<file path="src/rtl/touch_pkg.sv">
// Shared types, defaults and helpers for the touch-point conditioning path.
package touch_pkg;

    localparam int unsigned COORD_W   = 16;
    localparam int unsigned H_ACT_DEF = 1024;
    localparam int unsigned V_ACT_DEF = 600;

    typedef logic [COORD_W-1:0] coord_t;

    typedef enum logic [1:0] {
        ST_IDLE,
        ST_DEBOUNCE,
        ST_PRESSED
    } tp_state_e;

    typedef struct packed {
        coord_t x;
        coord_t y;
    } point_t;

    function automatic logic [2*COORD_W-1:0] pack_xy(coord_t x, coord_t y);
        return {x, y};
    endfunction

    function automatic point_t unpack_xy(logic [2*COORD_W-1:0] w);
        point_t p;
        p.x = w[2*COORD_W-1:COORD_W];
        p.y = w[COORD_W-1:0];
        return p;
    endfunction

    // Clamp to [0,vmax] first, then optionally mirror about the clamped range.
    function automatic coord_t clamp_axis(coord_t v, coord_t vmax, logic mirror);
        coord_t c;
        c = (v > vmax) ? vmax : v;
        return mirror ? coord_t'(vmax - c) : c;
    endfunction

endpackage

</file>
<file path="src/rtl/touch_point_conditioner_if.sv">
// Report input and conditioned-point output bundle of the touch conditioner.
interface touch_point_conditioner_if;
    import touch_pkg::*;

    logic                   rpt_valid;
    logic                   rpt_touch;
    coord_t                 rpt_x;
    coord_t                 rpt_y;
    logic [2*COORD_W-1:0]   data_out;
    logic                   touch_active;
    logic                   press_pulse;
    logic                   release_pulse;

    modport master (
        output rpt_valid, rpt_touch, rpt_x, rpt_y,
        input  data_out, touch_active, press_pulse, release_pulse
    );

    modport slave (
        input  rpt_valid, rpt_touch, rpt_x, rpt_y,
        output data_out, touch_active, press_pulse, release_pulse
    );

endinterface

</file>
<file path="src/rtl/touch_avg_buf.sv">
// Sliding window of 2**AVG_LOG2 samples with preload and a running sum.
module touch_avg_buf
    import touch_pkg::*;
#(
    parameter int unsigned AVG_LOG2 = 2
) (
    input  logic   clk,
    input  logic   reset,
    input  logic   load_i,
    input  logic   shift_i,
    input  coord_t sample_i,
    output coord_t avg_o
);

    localparam int unsigned DEPTH = 1 << AVG_LOG2;
    localparam int unsigned SUM_W = COORD_W + AVG_LOG2;

    coord_t             win_q [DEPTH];
    logic [SUM_W-1:0]   sum_q;

    always_ff @(posedge clk or negedge reset) begin
        if (!reset) begin
            for (int unsigned i = 0; i < DEPTH; i++) win_q[i] <= '0;
            sum_q <= '0;
        end else if (load_i) begin
            for (int unsigned i = 0; i < DEPTH; i++) win_q[i] <= sample_i;
            sum_q <= SUM_W'(sample_i) << AVG_LOG2;
        end else if (shift_i) begin
            win_q[0] <= sample_i;
            for (int unsigned i = 1; i < DEPTH; i++) win_q[i] <= win_q[i-1];
            // Add the newcomer, drop the sample falling off the end.
            sum_q <= sum_q + SUM_W'(sample_i) - SUM_W'(win_q[DEPTH-1]);
        end
    end

    assign avg_o = coord_t'(sum_q >> AVG_LOG2);

endmodule

</file>
<file path="src/rtl/touch_point_conditioner.sv">
// Touch report conditioner: transform/clamp, press debounce, window average and
// release timeout, with a fixed three-cycle pipeline from report to data_out.
module touch_point_conditioner
    import touch_pkg::*;
#(
    parameter int unsigned H_ACT       = H_ACT_DEF,
    parameter int unsigned V_ACT       = V_ACT_DEF,
    parameter int unsigned PRESS_CNT   = 3,
    parameter int unsigned AVG_LOG2    = 2,
    parameter int unsigned TIMEOUT_CYC = 5_000_000,
    parameter bit          SWAP_XY     = 1'b0,
    parameter bit          MIRROR_X    = 1'b0,
    parameter bit          MIRROR_Y    = 1'b0
) (
    input  logic                      clk,
    input  logic                      reset,
    touch_point_conditioner_if.slave  tp_if
);

    localparam coord_t      X_MAX = coord_t'(H_ACT - 1);
    localparam coord_t      Y_MAX = coord_t'(V_ACT - 1);
    localparam int unsigned TMO_W = (TIMEOUT_CYC < 2) ? 1 : $clog2(TIMEOUT_CYC + 1);
    localparam int unsigned CNT_W = $clog2(PRESS_CNT + 1);
    localparam logic [TMO_W-1:0] TMO_MAX = TMO_W'(TIMEOUT_CYC);

    coord_t             sw_x, sw_y;
    logic [TMO_W-1:0]   tmo_q, tmo_d;
    logic               s1_valid_q, s1_touch_q, s1_tmo_q;
    coord_t             s1_x_q, s1_y_q;
    tp_state_e          state_q;
    logic [CNT_W-1:0]   cnt_q, cnt_inc;
    logic               press_ev_q, release_ev_q;
    logic               touch_rpt, buf_load, buf_shift;
    coord_t             avg_x, avg_y;
    logic [2*COORD_W-1:0] data_out_q;
    logic               touch_active_q, press_pulse_q, release_pulse_q;

    always_comb begin
        sw_x  = SWAP_XY ? tp_if.rpt_y : tp_if.rpt_x;
        sw_y  = SWAP_XY ? tp_if.rpt_x : tp_if.rpt_y;
        tmo_d = tmo_q;
        if (tp_if.rpt_valid)     tmo_d = '0;
        else if (tmo_q != TMO_MAX) tmo_d = tmo_q + TMO_W'(1);
    end

    // Expiry rides the stage-1 pipe so a report arriving on the expiry cycle wins.
    always_ff @(posedge clk or negedge reset) begin
        if (!reset) begin
            s1_valid_q <= 1'b0;
            s1_touch_q <= 1'b0;
            s1_tmo_q   <= 1'b0;
            s1_x_q     <= '0;
            s1_y_q     <= '0;
            tmo_q      <= '0;
        end else begin
            s1_valid_q <= tp_if.rpt_valid;
            s1_touch_q <= tp_if.rpt_touch;
            s1_tmo_q   <= !tp_if.rpt_valid && (tmo_d == TMO_MAX);
            s1_x_q     <= clamp_axis(sw_x, X_MAX, MIRROR_X);
            s1_y_q     <= clamp_axis(sw_y, Y_MAX, MIRROR_Y);
            tmo_q      <= tmo_d;
        end
    end

    assign touch_rpt = s1_valid_q && s1_touch_q;
    assign buf_load  = touch_rpt && (state_q == ST_IDLE);
    assign buf_shift = touch_rpt && (state_q != ST_IDLE);
    assign cnt_inc   = cnt_q + CNT_W'(1);

    always_ff @(posedge clk or negedge reset) begin
        if (!reset) begin
            state_q      <= ST_IDLE;
            cnt_q        <= '0;
            press_ev_q   <= 1'b0;
            release_ev_q <= 1'b0;
        end else begin
            press_ev_q   <= 1'b0;
            release_ev_q <= 1'b0;
            unique case (state_q)
                ST_IDLE: begin
                    if (touch_rpt) begin
                        cnt_q <= CNT_W'(1);
                        if (PRESS_CNT == 1) begin
                            state_q    <= ST_PRESSED;
                            press_ev_q <= 1'b1;
                        end else begin
                            state_q <= ST_DEBOUNCE;
                        end
                    end
                end
                ST_DEBOUNCE: begin
                    if (touch_rpt) begin
                        cnt_q <= cnt_inc;
                        if (cnt_inc == CNT_W'(PRESS_CNT)) begin
                            state_q    <= ST_PRESSED;
                            press_ev_q <= 1'b1;
                        end
                    end else if (s1_valid_q || s1_tmo_q) begin
                        state_q <= ST_IDLE;
                    end
                end
                ST_PRESSED: begin
                    if ((s1_valid_q && !s1_touch_q) || (!s1_valid_q && s1_tmo_q)) begin
                        state_q      <= ST_IDLE;
                        release_ev_q <= 1'b1;
                    end
                end
                default: state_q <= ST_IDLE;
            endcase
        end
    end

    touch_avg_buf #(.AVG_LOG2(AVG_LOG2)) u_avg_x (
        .clk      (clk),
        .reset    (reset),
        .load_i   (buf_load),
        .shift_i  (buf_shift),
        .sample_i (s1_x_q),
        .avg_o    (avg_x)
    );

    touch_avg_buf #(.AVG_LOG2(AVG_LOG2)) u_avg_y (
        .clk      (clk),
        .reset    (reset),
        .load_i   (buf_load),
        .shift_i  (buf_shift),
        .sample_i (s1_y_q),
        .avg_o    (avg_y)
    );

    always_ff @(posedge clk or negedge reset) begin
        if (!reset) begin
            data_out_q      <= '0;
            touch_active_q  <= 1'b0;
            press_pulse_q   <= 1'b0;
            release_pulse_q <= 1'b0;
        end else begin
            data_out_q      <= (state_q == ST_PRESSED) ? pack_xy(avg_x, avg_y) : '0;
            touch_active_q  <= (state_q == ST_PRESSED);
            press_pulse_q   <= press_ev_q;
            release_pulse_q <= release_ev_q;
        end
    end

    assign tp_if.data_out      = data_out_q;
    assign tp_if.touch_active  = touch_active_q;
    assign tp_if.press_pulse   = press_pulse_q;
    assign tp_if.release_pulse = release_pulse_q;

endmodule
</file>
<file path="src/flat_wrapper.sv">
// flat-port wrapper written by rule: the top's interface ports become plain ports
module touch_point_conditioner_flat import touch_pkg::*;
#(
    parameter int unsigned H_ACT       = H_ACT_DEF,
    parameter int unsigned V_ACT       = V_ACT_DEF,
    parameter int unsigned PRESS_CNT   = 3,
    parameter int unsigned AVG_LOG2    = 2,
    parameter int unsigned TIMEOUT_CYC = 5_000_000,
    parameter bit          SWAP_XY     = 1'b0,
    parameter bit          MIRROR_X    = 1'b0,
    parameter bit          MIRROR_Y    = 1'b0
)
  (clk, reset, tp_if_rpt_valid, tp_if_rpt_touch, tp_if_rpt_x, tp_if_rpt_y, tp_if_data_out, tp_if_touch_active, tp_if_press_pulse, tp_if_release_pulse);
  touch_point_conditioner_if tp_if_i ();
  input  logic clk;
  input  logic reset;
  input wire logic [$bits(tp_if_i.rpt_valid)-1:0] tp_if_rpt_valid;
  input wire logic [$bits(tp_if_i.rpt_touch)-1:0] tp_if_rpt_touch;
  input wire logic [$bits(tp_if_i.rpt_x)-1:0] tp_if_rpt_x;
  input wire logic [$bits(tp_if_i.rpt_y)-1:0] tp_if_rpt_y;
  output wire logic [$bits(tp_if_i.data_out)-1:0] tp_if_data_out;
  output wire logic [$bits(tp_if_i.touch_active)-1:0] tp_if_touch_active;
  output wire logic [$bits(tp_if_i.press_pulse)-1:0] tp_if_press_pulse;
  output wire logic [$bits(tp_if_i.release_pulse)-1:0] tp_if_release_pulse;
  assign tp_if_i.rpt_valid = tp_if_rpt_valid;
  assign tp_if_i.rpt_touch = tp_if_rpt_touch;
  assign tp_if_i.rpt_x = tp_if_rpt_x;
  assign tp_if_i.rpt_y = tp_if_rpt_y;
  assign tp_if_data_out = tp_if_i.data_out;
  assign tp_if_touch_active = tp_if_i.touch_active;
  assign tp_if_press_pulse = tp_if_i.press_pulse;
  assign tp_if_release_pulse = tp_if_i.release_pulse;
  touch_point_conditioner #(.H_ACT(H_ACT), .V_ACT(V_ACT), .PRESS_CNT(PRESS_CNT), .AVG_LOG2(AVG_LOG2), .TIMEOUT_CYC(TIMEOUT_CYC), .SWAP_XY(SWAP_XY), .MIRROR_X(MIRROR_X), .MIRROR_Y(MIRROR_Y)) u_core (.clk(clk), .reset(reset), .tp_if(tp_if_i));
endmodule
</file>
<file path="config.mk">
export PLATFORM = sky130hd
export DESIGN_NAME = touch_point_conditioner_flat
export DESIGN_NICKNAME = d
export VERILOG_FILES = /design/src/rtl/touch_pkg.sv /design/src/rtl/touch_point_conditioner_if.sv /design/src/rtl/touch_avg_buf.sv /design/src/rtl/touch_point_conditioner.sv /design/src/flat_wrapper.sv
export SDC_FILE = /design/constraint.sdc
export NUM_CORES = 1
export LEC_CHECK = 0
export CORE_MARGIN = 1
export CORE_UTILIZATION = 54
export CTS_CLUSTER_SIZE = 10
export DETAILED_ROUTE_END_ITERATION = 8
export GPL_TIMING_DRIVEN = 0
export HOLD_SLACK_MARGIN = 0.06
export PLACE_DENSITY = 0.83
export SETUP_SLACK_MARGIN = 0.05
export SLEW_MARGIN = 20
export SYNTH_ARGS = -nofsm -noshare
export SYNTH_HDL_FRONTEND = slang
export SYNTH_SLANG_ARGS = --single-unit
</file>
<file path="constraint.sdc">
create_clock -name clk -period 2.8 [get_ports clk]
set_input_delay 0.28 -clock clk [delete_from_list [all_inputs] [get_ports clk]]
set_output_delay 0.28 -clock clk [all_outputs]
set_load 0.005 [all_outputs]
</file>
==> flow_metrics.tcl, run 1 <==
set metrics [dict create \
    hold_violation_total_from_the_final_report 0 \
    timing.final.setup_violations 18 \
    routed.top_layer "met4" \
    cap_viol_max_count 0 \
    grt_antenna_before_repair 0 \
    dpl_cell_area_sq_mm 0.0140 \
    vdd_drop_max_mv 0.534 \
    synth.most_common_cell "sky130_fd_sc_hd__dfrtp_1" \
    cts.htree.levels 1 \
    timing.clock.skew_ns 0.0159 \
    post_synth_cell_types 71 \
    regToRegStartpoint "u_core.u_avg_x.sum_q[1]" \
    crit_top_cell "sky130_fd_sc_hd__inv_2" \
    post_synth_inst_count 1335 \
    maxClockFrequency_mhz 319 \
    clkTransAtPathRegs_ns 0.06 \
    dieArea_sq_mm 0.0244 \
    grt_start_max_net_pins 103 \
    crit_fanout 3 \
    tritoncts "yes" \
    yosysSeqAreaShare_pct 51.3 \
    synth.area.top_cells "sky130_fd_sc_hd__dfrtp_1 (51%), sky130_fd_sc_hd__o21ai_0 (6.1%), sky130_fd_sc_hd__a21oi_1 (5.8%)" \
    timing.hold.worst.class "input pin to flip-flop" \
    critical_path.cell_chain "inv_2 -> fa_1 -> inv_2 -> fa_2 -> a21oi_4 -> o211ai_2 -> o41a_1 -> buf_4 -> a21o_1 -> a21oi_2 -> xnor2_1 -> a211oi_1 -> a21oi_1" \
    number_of_synthesized_flops_with_an_enable_pin 0 \
    chipHeight_um 156 \
    fin_crit_sh_pct 112 \
    synth.cells.most_frequent "sky130_fd_sc_hd__dfrtp_1 (263), sky130_fd_sc_hd__nand2_1 (162), sky130_fd_sc_hd__o21ai_0 (156), sky130_fd_sc_hd__a21oi_1 (149), sky130_fd_sc_hd__inv_1 (140)" \
    run_status "finished with violations" \
    critPathCaptureType "flip-flop" \
    power.static_leakage_nw 7.12 \
    port-buffer-count 70 \
    ff2ff_path_depth 13 \
    num_rows 56 \
    yosys_warn_count 0 \
    via_per_inst 5.89 \
    hold_path_depth 1 \
    drtAntennaViolNets 0 \
    critical-path-max-stage-delay_ns 0.54 \
    top_flip_flop_cell_by_instance_count_after_synthesis "sky130_fd_sc_hd__dfrtp_1" \
    slew-limit-headroom_pct 39.7 \
    wl_mm 34.1 \
    drive_gt1_share_pct 13.2 \
    routedLengthMet1_mm 13.5 \
    final-max-slew-violation-count 0 \
    clk_root_buffer_cell "sky130_fd_sc_hd__clkbuf_16" \
    rsz0062_at_grt "true" \
    total_power_mw 14.6 \
    cts_sinks 263 \
    grt_first_pass_wirelength_mm 51.7 \
    core_ar_sq_mm 0.0234 \
    layout-area-overhead-vs-synth_pct 22.8 \
    pwr_density_cell_mw_per_mm2 926 \
    cts_buffers 30 \
    detailroute.wirelength.met2_mm 16.3 \
    finalCriticalPeriod_ns 3.13 \
    grt.overflow.total 0 \
    cts-root-to-sink-buffers 3 \
    first_global_vias 10230 \
    worst-endpoint-arrival_ns 3.55 \
    initialDrtViolationCount 1050 \
    design.final.nets 1586 \
    cp-startpoint "u_core.u_avg_x.sum_q[1]" \
    tightestPinTransition_ns 0.905 \
    dpl.hpwl_mm 21.8 \
    layout.filler_cells 1628 \
    die_width_um 156 \
    num_antenna_cells 0 \
    worstReg2RegEnd "u_core.u_avg_x.sum_q[10]" \
    criticalPathCategory "flip-flop to flip-flop" \
    yosys.area.top_type_share_pct 51.3 \
    drt-pass1-iter-count 8 \
    detailroute.wirelength.met3_mm 3.05 \
    global_route_usage_over_all_layers_pct 27.0 \
    gp_congestion 0.906 \
    ys_seq_elements 263 \
    layout.cell_area.non_filler_sq_mm 0.0158 \
    synth_top_area_cell "sky130_fd_sc_hd__dfrtp_1" \
    start_util_pct 54.8 \
    boundaryPins 71 \
    layout_setup_ws_ns -0.334 \
    r2r_setup_slack_ns -0.33 \
    worstSkewPairLatency_ns 0.56 \
    detail_route.wl_per_cell_um 18.9 \
    vias 10617 \
    mapped_cell_area_sq_mm 0.0128 \
    data_required_time_at_the_worst_endpoint_ns 3.21 \
    critical_path.endpoint "u_core.u_avg_x.sum_q[10]" \
    drc 0 \
    violations_in_the_final_reports "setup timing" \
    synthesis.area_per_instance_sq_um 9.62 \
    critPathSlowestCell "sky130_fd_sc_hd__fa_1" \
    startpoint_type "flip-flop" \
    synth_async_sr_flop_share_pct 100 \
]
==> report_power, final <==
group	internal (mW)	leakage, nW	switching [mW]
logic	2.82	3.48	3.77
registers	4.27	3.25	0.311
clock network	1.97	0.395	1.44
total	9.07	7.12	5.52
==> registers in the layout, summed over array words and instances (netlist names) <==
signal                      count
u_core.press_ev_q               1
u_core.s1_y_q                  16
u_core.state_q                  2
u_core.tp_if.press_pulse        1
u_core.tmo_q                   23
u_core.u_avg_y.sum_q           18
u_core.u_avg_y.win_q           64
u_core.tp_if.release_pulse      1
u_core.s1_touch_q               1
u_core.u_avg_x.sum_q           18
u_core.s1_valid_q               1
u_core.cnt_q                    2
u_core.release_ev_q             1
u_core.s1_tmo_q                 1
u_core.tp_if.data_out          32
u_core.s1_x_q                  16
u_core.tp_if.touch_active       1
u_core.u_avg_x.win_q           64
==> placed cells by master (no fill, tap or decap), drive strengths merged, types with 13 or more instances in the layout <==
cell           instances
and2                  40
clkbuf                93
inv                  140
ha                    39
or2                   13
dfrtp                263
a211oi                25
buf                   37
xnor2                 27
clkdlybuf4s50         69
nor2                  74
xor2                  19
a21oi                151
fa                    32
nand2                162
o21ai                157
nand3                 26
==> how the worst min path moves through the flow <==
stage | endpoint | startpoint | slack [ns]
CTS | u_core.s1_touch_q | tp_if_rpt_touch | 0.19
global placement | u_core.tp_if.press_pulse | u_core.press_ev_q | 0.33
global route | u_core.s1_touch_q | tp_if_rpt_touch | 0.21
detailed placement | u_core.tp_if.data_out[23] | reset | 0.26
floorplan | u_core.cnt_q[0] | reset | -0.02
finish | u_core.s1_touch_q | tp_if_rpt_touch | 0.20
==> through the flow <==
step                setup TNS [ns]  cells  setup slack [ns]  hold WS, ns  util, %
floorplan                   -0.240   1346            -0.176      -0.0156        -
global placement          -2441.43   1735             -9.30        0.333     59.8
detailed placement           -2.60   1737            -0.458        0.257     60.0
CTS                         -0.783   1792            -0.201        0.193     65.1
global route                 -4.05   1803            -0.408        0.207     67.3
finish                       -2.31   1803            -0.334        0.205     67.3
==> area by class of cell <==
class	instances	area [sq um]	share of cell area, %
Timing Repair Buffer	101	1000	6.37
Clock buffer	37	808	5.13
Multi-Input combinational cell	881	6200	39.3
Sequential cell	263	6580	41.8
Inverter	140	526	3.33
Buffer	62	243	1.54
Tap cell	319	399	2.53
==> cells by family after synthesis <==
family | count (synthesis) | share of synthesized area, %
compound gates | 382 | 16.8
xor+xnor | 46 | 3.14
fa+ha+maj | 71 | 8.79
buf+inv | 202 | 5.95
flops | 263 | 51.3
mux | 3 | 0.234
other cells | 1 | 0.0292
simple gates | 367 | 13.8
==> per-layer routing <==
metal / vias up / track usage (%)
met5: - / 0
met4: 0 / 9.99
met3: 126 / 5.14
met2: 617 / 43.3
met1: 5151 / 36.6
li1: 4723 / -
==> critical path, delay by kind of cell, from the launching register on <==
kind            cells  cell delay (ns)
compound gates      7             1.34
fa+ha+maj           2             0.93
buf+inv             3             0.29
flops               1             0.34
xor+xnor            1             0.09
==> timing repair <==
action / 4_1_cts / 5_1_grt
gates resized for setup: 51 / 92
endpoints found under the setup margin: 21 / 55
setup buffers: 17 / 16
hold endpoints to repair: 66 / 0
hold buffers: 1 / 0
pin swaps: 33 / 48
Note: power is estimated with default switching activity, not from simulation.
==> run 2: changes to the inputs <==
--- a/config.mk
+++ b/config.mk
@@ -9,9 +9,9 @@
 export CORE_UTILIZATION = 54
 export CTS_CLUSTER_SIZE = 10
 export DETAILED_ROUTE_END_ITERATION = 8
-export GPL_TIMING_DRIVEN = 0
 export HOLD_SLACK_MARGIN = 0.06
 export PLACE_DENSITY = 0.83
+export REMOVE_ABC_BUFFERS = 1
 export SETUP_SLACK_MARGIN = 0.05
 export SLEW_MARGIN = 20
 export SYNTH_ARGS = -nofsm -noshare
==> run 2 against run 1 <==
Net effect: the run still ends with setup timing left; setup slack gained 0.088 ns; final area grew 0.17%; routed wire length shrank 15%; critical path type unchanged.
==> flow_metrics.tcl, run 2 (synthesis results as in run 1) <==
set metrics [dict create \
    data_required_time_at_the_worst_endpoint_ns 3.22 \
    rsz0062_at_grt "true" \
    cts-root-to-sink-buffers 3 \
    maxClockFrequency_mhz 328 \
    worstReg2RegEnd "u_core.u_avg_x.sum_q[17]" \
    most_common_cell_after_layout_fill_and_taps_aside "sky130_fd_sc_hd__dfrtp_1" \
    startpoint_type "flip-flop" \
    min_to "u_core.s1_touch_q" \
    grt_util_met1_pct 29.9 \
    pwr_density_cell_mw_per_mm2 911 \
    hold_start "tp_if_rpt_touch" \
    tightestPinTransition_ns 0.948 \
    boundaryPins 71 \
    num_antenna_cells 0 \
    cts.htree.levels 1 \
    layout-area-overhead-vs-synth_pct 23.0 \
    via_per_inst 5.63 \
    num_rows 56 \
    timing.final.setup_violations 12 \
    worst-endpoint-arrival_ns 3.47 \
    met3_track_demand_over_resource_pct 3.08 \
    power.static_leakage_nw 7.29 \
    final-max-slew-violation-count 0 \
    dpl.hpwl_mm 17.5 \
    crit_fanout 3 \
    gr-usage-met2_pct 40.5 \
    critPathCaptureType "flip-flop" \
    drtAntennaViolNets 0 \
    run_status "finished with violations" \
    ff2ff_path_depth 13 \
    core_ar_sq_mm 0.0234 \
    wl_mm 29.0 \
    grt_start_max_net_pins 96 \
    drt-pass1-iter-count 5 \
    chipHeight_um 156 \
    layout_setup_ws_ns -0.246 \
    total_power_mw 14.4 \
    initialDrtViolationCount 572 \
    cts_sinks 263 \
    vias 10057 \
    port-buffer-count 70 \
    start_util_pct 54.8 \
    clk_root_buffer_cell "sky130_fd_sc_hd__clkbuf_16" \
    design.final.nets 1570 \
    die_width_um 156 \
    hold_path_depth 1 \
    clkTransAtPathRegs_ns 0.05 \
    global_route_usage_over_all_layers_pct 23.3 \
    drc 0 \
    tritoncts "yes" \
    fin_crit_sh_pct 109 \
    timing.hold.worst.class "input pin to flip-flop" \
    cts_buffers 30 \
    first_global_vias 9809 \
    drive_gt1_share_pct 15.0 \
    worstSkewPairLatency_ns 0.55 \
    regToRegStartpoint "u_core.u_avg_x.sum_q[1]" \
    dieArea_sq_mm 0.0244 \
    gp_congestion 0.893 \
    totalNegativeSetupSlack_ns -1.71 \
    grt_antenna_before_repair 0 \
    place.detailed.instances 1730 \
    detail_route.wl_per_cell_um 16.2 \
    grt.overflow.total 0 \
    globalRoute.busiestLayer "met2" \
    vdd_drop_max_mv 0.506 \
    final-instance-count-excl-fill 1786 \
    cap_viol_max_count 0 \
    violations_in_the_final_reports "setup timing" \
    utilization_pct 67.5 \
    r2r_setup_slack_ns -0.25 \
    finalCriticalPeriod_ns 3.05 \
    timing.clock.skew_ns 0.0197 \
    criticalPathCategory "flip-flop to flip-flop" \
    slew-limit-headroom_pct 36.6 \
    pre_cts_slack_ns -0.370 \
    grt_first_pass_wirelength_mm 46.2 \
    layout_common_cells "sky130_fd_sc_hd__dfrtp_1 (263), sky130_fd_sc_hd__nand2_1 (159), sky130_fd_sc_hd__o21ai_0 (150)" \
    hold_violation_total_from_the_final_report 0 \
]
-- run 2: layer usage --
metal | part of all wire, % | vias up
li1 | - | 4686
met1 | 40 | 4977
met2 | 51 | 301
met3 | 4.8 | 93
met4 | 4.1 | 0
met5 | 0 | -
-- run 2: per-stage QoR --
stage / cell area, sq um / hold WS [ns]
after floorplan: 12600 / -0.0156
after global placement: 14300 / 0.251
after detailed placement: 14300 / 0.255
after CTS: 15400 / 0.170
after global routing: 15800 / 0.196
final: 15800 / 0.185
-- run 2: worst max-delay path: stages, from the launching register on --
cell and delay, ns:
sky130_fd_sc_hd__dfrtp_1 0.34, sky130_fd_sc_hd__inv_2 0.05, sky130_fd_sc_hd__fa_1 0.55, sky130_fd_sc_hd__inv_2 0.06, sky130_fd_sc_hd__buf_4 0.14, sky130_fd_sc_hd__ha_4 0.23
sky130_fd_sc_hd__a211oi_2 0.21, sky130_fd_sc_hd__o21ai_2 0.12, sky130_fd_sc_hd__o2111ai_4 0.22, sky130_fd_sc_hd__a21oi_2 0.10, sky130_fd_sc_hd__o41ai_2 0.30, sky130_fd_sc_hd__nand3_1 0.17
sky130_fd_sc_hd__nor4b_4 0.16, sky130_fd_sc_hd__a211o_1 0.27
-- run 2: worst max path at each step --
stage,endpoint,from,cells past startpoint,slack (ns)
2_1_floorplan,u_core.u_avg_x.sum_q[0],u_core.s1_touch_q,3,-2.92
3_3_place_gp,u_core.u_avg_x.sum_q[16],u_core.u_avg_x.win_q[1],11,-0.28
3_5_place_dp,u_core.u_avg_x.sum_q[16],u_core.u_avg_x.win_q[1],11,-0.37
4_1_cts,u_core.u_avg_x.sum_q[16],u_core.u_avg_x.sum_q[1],12,-0.31
5_1_grt,u_core.u_avg_x.sum_q[17],u_core.u_avg_x.sum_q[1],13,-0.39
6_report,u_core.u_avg_x.sum_q[17],u_core.u_avg_x.sum_q[1],13,-0.25
-- run 2: cell type report --
class / count / area (sq um)
sequential: 263 / 6580
fill: 1655 / 7620
inverter: 140 / 526
timing repair buffer: 147 / 1390
tap: 319 / 399
multi-input combinational: 881 / 6080
clock buffer: 36 / 815
-- run 2: report_power, final --
group,switching [mW],internal (mW)
registers,0.321,4.28
clock network,1.40,1.99
logic,3.53,2.86
total,5.25,9.13
-- run 2: timing repair --
item	4_1_cts	5_1_grt
hold buffers	1	0
buffers inserted	13	6
gates resized for setup	48	60
hold endpoints to repair	57	0
pin swaps	50	35
setup endpoints to repair	21	24
